### src/rtl/nn_ctrl_pkg.sv
// ============================================================================
// Module : nn_ctrl_pkg
// Brief  : Shared sequencer state encoding and default widths.
// Rev    : 1.0 - initial release
// ============================================================================
`default_nettype none

package nn_ctrl_pkg;

  localparam int c_def_a_width  = 4;
  localparam int c_def_layer_w  = 4;
  localparam int c_def_to_width = 16;

  typedef enum logic [2:0] {
    S_IDLE   = 3'd0,
    S_LOAD   = 3'd1,
    S_LAUNCH = 3'd2,
    S_RUN    = 3'd3,
    S_NEXT   = 3'd4,
    S_DONE   = 3'd5,
    S_ERR    = 3'd6
  } state_t;

endpackage

`default_nettype wire

### src/rtl/layer_cfg_table.sv
// ============================================================================
// Module : layer_cfg_table
// Brief  : Per-layer {p_index, need_act} table, sync write / comb read.
// Rev    : 1.0 - initial release
// ============================================================================
`default_nettype none

module layer_cfg_table #(
  parameter int A_WIDTH = 4,
  parameter int LAYER_W = 4
) (
  input  logic               clk,
  input  logic               rst,
  input  logic               we,
  input  logic [LAYER_W-1:0] wr_addr,
  input  logic [A_WIDTH-1:0] wr_p_index,
  input  logic               wr_need_act,
  input  logic [LAYER_W-1:0] rd_addr,
  output logic [A_WIDTH-1:0] rd_p_index,
  output logic               rd_need_act
);

  localparam int c_depth = 2 ** LAYER_W;

  logic [A_WIDTH-1:0] r_p_mem   [c_depth];
  logic               r_act_mem [c_depth];

  always_ff @(posedge clk) begin
    if (rst) begin
      for (int i = 0; i < c_depth; i++) begin
        r_p_mem[i]   <= '0;
        r_act_mem[i] <= 1'b0;
      end
    end else if (we) begin
      r_p_mem[wr_addr]   <= wr_p_index;
      r_act_mem[wr_addr] <= wr_need_act;
    end
  end

  assign rd_p_index  = r_p_mem[rd_addr];
  assign rd_need_act = r_act_mem[rd_addr];

endmodule

`default_nettype wire

### src/rtl/layer_sequencer.sv
// ============================================================================
// Module : layer_sequencer
// Brief  : Steps a network through its layers, launching the distributor
//          once per layer with a per-layer timeout.
// Rev    : 1.0 - initial release
// ============================================================================
`default_nettype none

module layer_sequencer
  import nn_ctrl_pkg::*;
#(
  parameter int A_WIDTH  = c_def_a_width,
  parameter int LAYER_W  = c_def_layer_w,
  parameter int TO_WIDTH = c_def_to_width
) (
  input  logic                clk,
  input  logic                rst,
  input  logic                start,
  input  logic                abort,
  input  logic [LAYER_W:0]    num_layers,
  input  logic [TO_WIDTH-1:0] timeout_limit,
  input  logic                cfg_we,
  input  logic [LAYER_W-1:0]  cfg_addr,
  input  logic [A_WIDTH-1:0]  cfg_p_index,
  input  logic                cfg_need_act,
  input  logic                dist_all_done,
  output logic                dist_en,
  output logic [LAYER_W-1:0]  layer_index,
  output logic [A_WIDTH-1:0]  p_index_in,
  output logic                need_act,
  output logic                busy,
  output logic                done,
  output logic                error,
  output logic [LAYER_W:0]    layers_done
);

  state_t              r_state;
  logic [LAYER_W:0]    r_num_layers;
  logic [TO_WIDTH-1:0] r_to_cnt;

  logic [A_WIDTH-1:0]  w_rd_p_index;
  logic                w_rd_need_act;
  logic [TO_WIDTH:0]   w_cnt_inc;
  logic                w_expired;
  logic [LAYER_W:0]    w_done_next;

  // The table is only writable while idle; this includes the start cycle.
  layer_cfg_table #(
    .A_WIDTH (A_WIDTH),
    .LAYER_W (LAYER_W)
  ) u_cfg_table (
    .clk         (clk),
    .rst         (rst),
    .we          (cfg_we & ~busy),
    .wr_addr     (cfg_addr),
    .wr_p_index  (cfg_p_index),
    .wr_need_act (cfg_need_act),
    .rd_addr     (layer_index),
    .rd_p_index  (w_rd_p_index),
    .rd_need_act (w_rd_need_act)
  );

  assign w_cnt_inc   = {1'b0, r_to_cnt} + (TO_WIDTH + 1)'(1);
  assign w_expired   = (timeout_limit != '0) && (w_cnt_inc >= {1'b0, timeout_limit});
  assign w_done_next = layers_done + (LAYER_W + 1)'(1);

  always_ff @(posedge clk) begin
    if (rst) begin
      r_state      <= S_IDLE;
      r_num_layers <= '0;
      r_to_cnt     <= '0;
      dist_en      <= 1'b0;
      layer_index  <= '0;
      p_index_in   <= '0;
      need_act     <= 1'b0;
      busy         <= 1'b0;
      done         <= 1'b0;
      error        <= 1'b0;
      layers_done  <= '0;
    end else begin
      dist_en <= 1'b0;
      done    <= 1'b0;
      if (r_state != S_IDLE && abort) begin
        r_state <= S_IDLE;
        busy    <= 1'b0;
      end else begin
        case (r_state)
          S_IDLE: begin
            if (start) begin
              error        <= 1'b0;
              layers_done  <= '0;
              layer_index  <= '0;
              r_num_layers <= num_layers;
              busy         <= 1'b1;
              if (num_layers == '0) begin
                r_state <= S_DONE;
                done    <= 1'b1;
              end else begin
                r_state <= S_LOAD;
              end
            end
          end
          S_LOAD: begin
            p_index_in <= w_rd_p_index;
            need_act   <= w_rd_need_act;
            dist_en    <= 1'b1;
            r_state    <= S_LAUNCH;
          end
          S_LAUNCH: begin
            r_to_cnt <= '0;
            r_state  <= S_RUN;
          end
          S_RUN: begin
            if (!(&r_to_cnt)) begin
              r_to_cnt <= w_cnt_inc[TO_WIDTH-1:0];
            end
            // Completion wins over a timeout expiring in the same cycle.
            if (dist_all_done) begin
              r_state <= S_NEXT;
            end else if (w_expired) begin
              r_state <= S_ERR;
              error   <= 1'b1;
            end
          end
          S_NEXT: begin
            layers_done <= w_done_next;
            if (w_done_next == r_num_layers) begin
              r_state <= S_DONE;
              done    <= 1'b1;
            end else begin
              layer_index <= layer_index + LAYER_W'(1);
              r_state     <= S_LOAD;
            end
          end
          S_DONE, S_ERR: begin
            r_state <= S_IDLE;
            busy    <= 1'b0;
          end
          default: begin
            r_state <= S_IDLE;
            busy    <= 1'b0;
          end
        endcase
      end
    end
  end

endmodule

`default_nettype wire

### config.mk
export PLATFORM = sky130hd
export DESIGN_NAME = layer_sequencer
export DESIGN_NICKNAME = d
export VERILOG_FILES = /design/src/rtl/nn_ctrl_pkg.sv /design/src/rtl/layer_cfg_table.sv /design/src/rtl/layer_sequencer.sv
export SDC_FILE = /design/constraint.sdc
export NUM_CORES = 1
export LEC_CHECK = 0
export ABC_CLOCK_PERIOD_IN_PS = 3700
export CAP_MARGIN = 40
export CORE_MARGIN = 3
export CORE_UTILIZATION = 58
export CTS_CLUSTER_SIZE = 8
export DETAILED_ROUTE_END_ITERATION = 10
export PLACE_DENSITY_LB_ADDON = 0.05
export SLEW_MARGIN = 20
export SYNTH_ARGS = -nofsm -noshare
export SYNTH_HDL_FRONTEND = slang
export SYNTH_HIERARCHICAL = 1
export SYNTH_SLANG_ARGS = --single-unit
export TNS_END_PERCENT = 100
### constraint.sdc
create_clock -name clk -period 3.7 [get_ports clk]
set_input_delay 0.74 -clock clk [delete_from_list [all_inputs] [get_ports clk]]
set_output_delay 0.74 -clock clk [all_outputs]
set_load 0.02 [all_outputs]
==> results by stage <==
Status:
- The run finished with clean final reports.

Clocking:
- The total clock buffers created by CTS is 17.
- The total number of H-tree levels is 4.
- TritonCTS built the clock tree.
- Clock tree synthesis found a total of roughly 120 sinks.
- In this run, post-CTS hold repair placed 0 buffers.
- The worst-skew pair later-pin latency is roughly 520 ps.
- The number of setup buffers added after CTS is 0.
- The longest clock path from root to sink contains 2 buffers.
- Post-CTS repair changed the size of 0 cells.
- The root buffer cell is sky130_fd_sc_hd__clkbuf_8.
- After clock tree synthesis, the clock-pin slew on the worst setup and hold paths is ~50 ps.

Pwr:
- Summing internal, switching and leakage power gives ~3.2 mW.
- VDD sags by at most between 0.0004 and 0.0005 V.
- The areal power density over the cells is roughly 430 mW/mm^2.
- Summed over all cells, the static leakage comes to 2.93 nW.

Detailed routing:
- The post-route antenna net violation count is 0.
- The detailed router's first-iteration violation count is 388.
- The total via count in the routed design is 4730.
- In the routed design, unresolved DRC markers number 0.
- In the final routed layout, each cell accounts on average for 18.2 um.
- The routed design has ~14000 um of wire.
- The routed via count divided by cell count is 5.95.
- For this run, the detailed router's first-pass iteration total came to 5.

Critical path:
- The combined buffer and inverter count along the critical path is 0.
- The type of the setup path with the least slack is reg -> reg.
- The register-to-register path setup slack is approximately 320 ps.
- The number of cells on the worst reg-to-reg path is 11.
- At the worst endpoint, the required time is between 4000 and 5000 ps.
- The critical path ends at r_state[2].
- The arrival time of the worst setup path is approximately 3800 ps.
- Traced cell by cell, the critical path runs through ha_1, nand3_2, or2_2, and2_1, or2_2, ha_1, and4_1, a21o_1, a221oi_1, o22ai_1, o311a_1.
- The largest incremental delay on the critical path is approximately 470 ps.
- The cell count along the critical path is 11.
- The startpoint identified for the worst register-to-register timing path is r_to_cnt[0].
- The worst setup path is launched from a register.
- The cell family contributing the most delay on the critical path is simple AND/OR/NAND/NOR gates.
- In this run the critical register-to-register path is captured at r_state[2].
- The slowest cell on the critical path is sky130_fd_sc_hd__dfxtp_1.
- The type of destination of the critical path is a register.
- Of all nets on the critical path, the largest fanout is 7.
- The worst setup path startpoint is r_to_cnt[0].

Synthesis:
- The proportion of synthesized flip-flops having asynchronous set or reset is 0%.
- After synthesis, the cell types taking the most area are sky130_fd_sc_hd__edfxtp_1, sky130_fd_sc_hd__dfxtp_1, sky130_fd_sc_hd__and2_1.
- The count of flip-flops with a built-in enable after synthesis is 80.
- The number of synthesis warnings is 6.
- The largest area contributor in the netlist is sky130_fd_sc_hd__edfxtp_1.
- The cell area after technology mapping is approximately 0.0065 sq mm.
- Counting distinct cell types in the post-synthesis netlist gives 66.
- The average cell area after synthesis is 11.0 sq um.
- In the synthesized netlist, the number of instances is between 500 and 600.
- The synthesized design contains 122 register bits.
- Sequential cells were found to cover around half of the synthesized design area.
- Among all flip-flop cells after synthesis, the most frequent one is sky130_fd_sc_hd__edfxtp_1.
- The top cell type by area accounts for between 30% and 40% of the synthesized area.
- The synthesized netlist net count is between 600 and 700.

GRT:
- The maximum number of pins on one net before global-route repair is 43.
- The via count of the first global-routing pass is between 4000 and 5000.
- The number of antenna violations at the first check in global routing is 0.
- The aggregate global routing overflow is 0.
- The combined global-route utilization of all metal layers is between 20% and 30%.
- The first-pass GRT wire length is between 20000 and 25000 um.

STA:
- The smallest clock period supported by the final layout is computed as around 3400 ps.
- The setup clock skew after layout is roughly 7.7 ps.
- The number of failing hold endpoints at the final stage is 0.
- The relative slew slack is between 50 and 60%.
- Setup violations remaining at the end of the flow were counted as 0.
- The final clock period utilization by the worst path is between 90% and 100%.
- For the pin with the worst max-slew slack, the measured transition is around 650 ps.
- The setup TNS is 0 ps.
- Setup repair after global routing left no endpoint under its margin.
- Derived from the worst setup path, the maximum achievable clock frequency is slightly below 300 MHz.
- The max-slew violation total from the final report is 0.

Layout:
- The antenna cell count is 0.
- The fraction of layout instances using a drive strength above 1 is between 10% and 20%.
- Once layout is complete, the cells apart from fillers number a little under 800.
- Relative to the synthesized area, the layout overhead comes to 17.4%.
- After the last flow step, the layout net total stands at approximately 700.

Place:
- The cell count after placement is 763.
- Detailed placement finished with a half-perimeter wire length of 10200 um.
- The count of buffers from port buffering is 53.
- At the end of routability-driven placement, the weighted congestion stood at around 0.81.

Floorplan:
- The floorplan has 37 rows.
- The die area is around 0.012 sq mm.
- The die is roughly 110 um wide.
- The initial core utilization is 61.2%.
- The top-level I/O count is between 50 and 60.
- The vertical die dimension is 112 um.
- The total area inside the core boundary comes to approximately 0.011 sq mm.

Min path:
- The class of the worst hold path is reg -> reg.

Flow run:
- The count of max-cap constraint violations is 0.
-- flip-flops by register name, summed over array words and instances (netlist names) --
signal	count
busy	1
dist_en	1
done	1
error	1
layer_index	4
layers_done	5
need_act	1
p_index_in	4
r_num_layers	5
r_state	3
r_to_cnt	16
u_cfg_table/r_act_mem	16
u_cfg_table/r_p_mem	64
-- cells by family (layout without fill, tap and decap cells) --
logic type               after synthesis  after routing  share of synthesized area (%)
multiplexers                          21             21                           7.09
adder cells (fa/ha/maj)               19             19                           3.66
XOR/XNOR                              16             16                           2.37
flip-flops                           122            122                           50.0
AND/OR/NAND/NOR                      278            278                           25.0
buffers and inverters                 41            109                           3.03
AO/OA/AOI/OAI                         94             94                           8.87
-- worst register-to-register path: stages (launching register included) --
cell and delay [ps]:
sky130_fd_sc_hd__dfxtp_1 470, sky130_fd_sc_hd__ha_1 300, sky130_fd_sc_hd__nand3_2 190, sky130_fd_sc_hd__or2_2 350, sky130_fd_sc_hd__and2_1 170, sky130_fd_sc_hd__or2_2 290
sky130_fd_sc_hd__ha_1 280, sky130_fd_sc_hd__and4_1 220, sky130_fd_sc_hd__a21o_1 190, sky130_fd_sc_hd__a221oi_1 220, sky130_fd_sc_hd__o22ai_1 210, sky130_fd_sc_hd__o311a_1 370
-- cells in the final DEF (no fill, tap or decap), types with 4 or more instances in the layout --
| master | n |
|---|---|
| sky130_fd_sc_hd__nand3b_1 | 7 |
| sky130_fd_sc_hd__nand2_1 | 40 |
| sky130_fd_sc_hd__or3_1 | 4 |
| sky130_fd_sc_hd__mux4_2 | 20 |
| sky130_fd_sc_hd__clkbuf_16 | 16 |
| sky130_fd_sc_hd__nand2b_1 | 7 |
| sky130_fd_sc_hd__nand3_1 | 20 |
| sky130_fd_sc_hd__or2_2 | 24 |
| sky130_fd_sc_hd__nor3_1 | 12 |
| sky130_fd_sc_hd__inv_1 | 20 |
| sky130_fd_sc_hd__dfxtp_1 | 42 |
| sky130_fd_sc_hd__buf_4 | 4 |
| sky130_fd_sc_hd__nor4_1 | 5 |
| sky130_fd_sc_hd__xnor2_1 | 8 |
| sky130_fd_sc_hd__o21ai_0 | 22 |
| sky130_fd_sc_hd__nor2_1 | 39 |
| sky130_fd_sc_hd__clkdlybuf4s50_1 | 52 |
| sky130_fd_sc_hd__ha_1 | 19 |
| sky130_fd_sc_hd__clkinv_4 | 4 |
| sky130_fd_sc_hd__nand4_1 | 5 |
| sky130_fd_sc_hd__edfxtp_1 | 80 |
| sky130_fd_sc_hd__a21oi_1 | 40 |
| sky130_fd_sc_hd__xor2_1 | 7 |
| sky130_fd_sc_hd__and2_1 | 88 |
| sky130_fd_sc_hd__a22oi_1 | 7 |
-- cell usage after synthesis, types with 2 or more instances --
| library cell | n |
|---|---|
| sky130_fd_sc_hd__a21o_1 | 3 |
| sky130_fd_sc_hd__nor4_1 | 5 |
| sky130_fd_sc_hd__clkbuf_1 | 13 |
| sky130_fd_sc_hd__a22oi_1 | 7 |
| sky130_fd_sc_hd__or2_2 | 24 |
| sky130_fd_sc_hd__inv_1 | 20 |
| sky130_fd_sc_hd__xnor2_1 | 8 |
| sky130_fd_sc_hd__buf_2 | 2 |
| sky130_fd_sc_hd__o32ai_1 | 2 |
| sky130_fd_sc_hd__ha_1 | 19 |
| sky130_fd_sc_hd__nor2b_1 | 3 |
| sky130_fd_sc_hd__or3_2 | 3 |
| sky130_fd_sc_hd__or4_1 | 3 |
| sky130_fd_sc_hd__a2111oi_0 | 3 |
| sky130_fd_sc_hd__nand4_4 | 2 |
| sky130_fd_sc_hd__clkbuf_8 | 2 |
| sky130_fd_sc_hd__nor4_4 | 2 |
| sky130_fd_sc_hd__nand3b_1 | 7 |
| sky130_fd_sc_hd__nand2_1 | 40 |
| sky130_fd_sc_hd__nor2_1 | 39 |
| sky130_fd_sc_hd__buf_4 | 2 |
| sky130_fd_sc_hd__nand4bb_1 | 2 |
| sky130_fd_sc_hd__o21ai_0 | 22 |
| sky130_fd_sc_hd__nor3_1 | 12 |
| sky130_fd_sc_hd__nand3_2 | 2 |
| sky130_fd_sc_hd__or3_1 | 4 |
| sky130_fd_sc_hd__nand3_1 | 20 |
| sky130_fd_sc_hd__mux4_2 | 20 |
| sky130_fd_sc_hd__and2_1 | 88 |
| sky130_fd_sc_hd__a21oi_1 | 40 |
| sky130_fd_sc_hd__nand2b_1 | 7 |
| sky130_fd_sc_hd__edfxtp_1 | 80 |
| sky130_fd_sc_hd__xor2_1 | 7 |
| sky130_fd_sc_hd__dfxtp_1 | 42 |
| sky130_fd_sc_hd__nand4_1 | 5 |
-- worst min-delay path by stage --
stage	endpoint	depth (start not counted)	start	slack, ps
after floorplan	r_num_layers[2]	2	r_num_layers[2]	440
after global placement	r_num_layers[2]	2	r_num_layers[2]	450
after detailed placement	r_num_layers[0]	2	r_num_layers[0]	460
after CTS	r_num_layers[0]	2	r_num_layers[0]	470
after global routing	r_num_layers[4]	2	r_num_layers[4]	480
final	r_num_layers[4]	2	r_num_layers[4]	470
-- where the power goes --
| group | internal [mW] | switching, mW | leakage, nW | total [mW] |
|---|---|---|---|---|
| Sequential | 1.50 | 0.0320 | 1.15 | 1.53 |
| Clock | 0.883 | 0.575 | 0.254 | 1.46 |
| Combinational | 0.121 | 0.135 | 1.52 | 0.256 |
| Total | 2.50 | 0.742 | 2.93 | 3.24 |
-- layer usage --
layer,part of all wire [%],GRT usage (%)
met1,45,33.1
met5,0,0
met4,1.5,7.87
met2,48,37.9
met3,5.4,6.36
-- through the flow --
step                      hold slack, ps  instance area [sq um]  setup slack, ps  utilization (%)
after global routing                 482                   7620              134             71.9
final                                470                   7620              321             71.9
after detailed placement             462                   7090              353             66.9
after floorplan                      437                   6490              688                -
after CTS                            470                   7620              313             71.9
after global placement               445                   7090              475             66.9
-- cell type report --
cell class | instances | area [sq um]
inverter | 20 | 75.1
timing repair buffer | 57 | 556
tap | 136 | 170
clock inverter | 12 | 103
fill | 755 | 2980
multi-input combinational | 428 | 3050
sequential | 122 | 3240
clock buffer | 20 | 425
No activity file was read; power rests on OpenSTA's default activity.
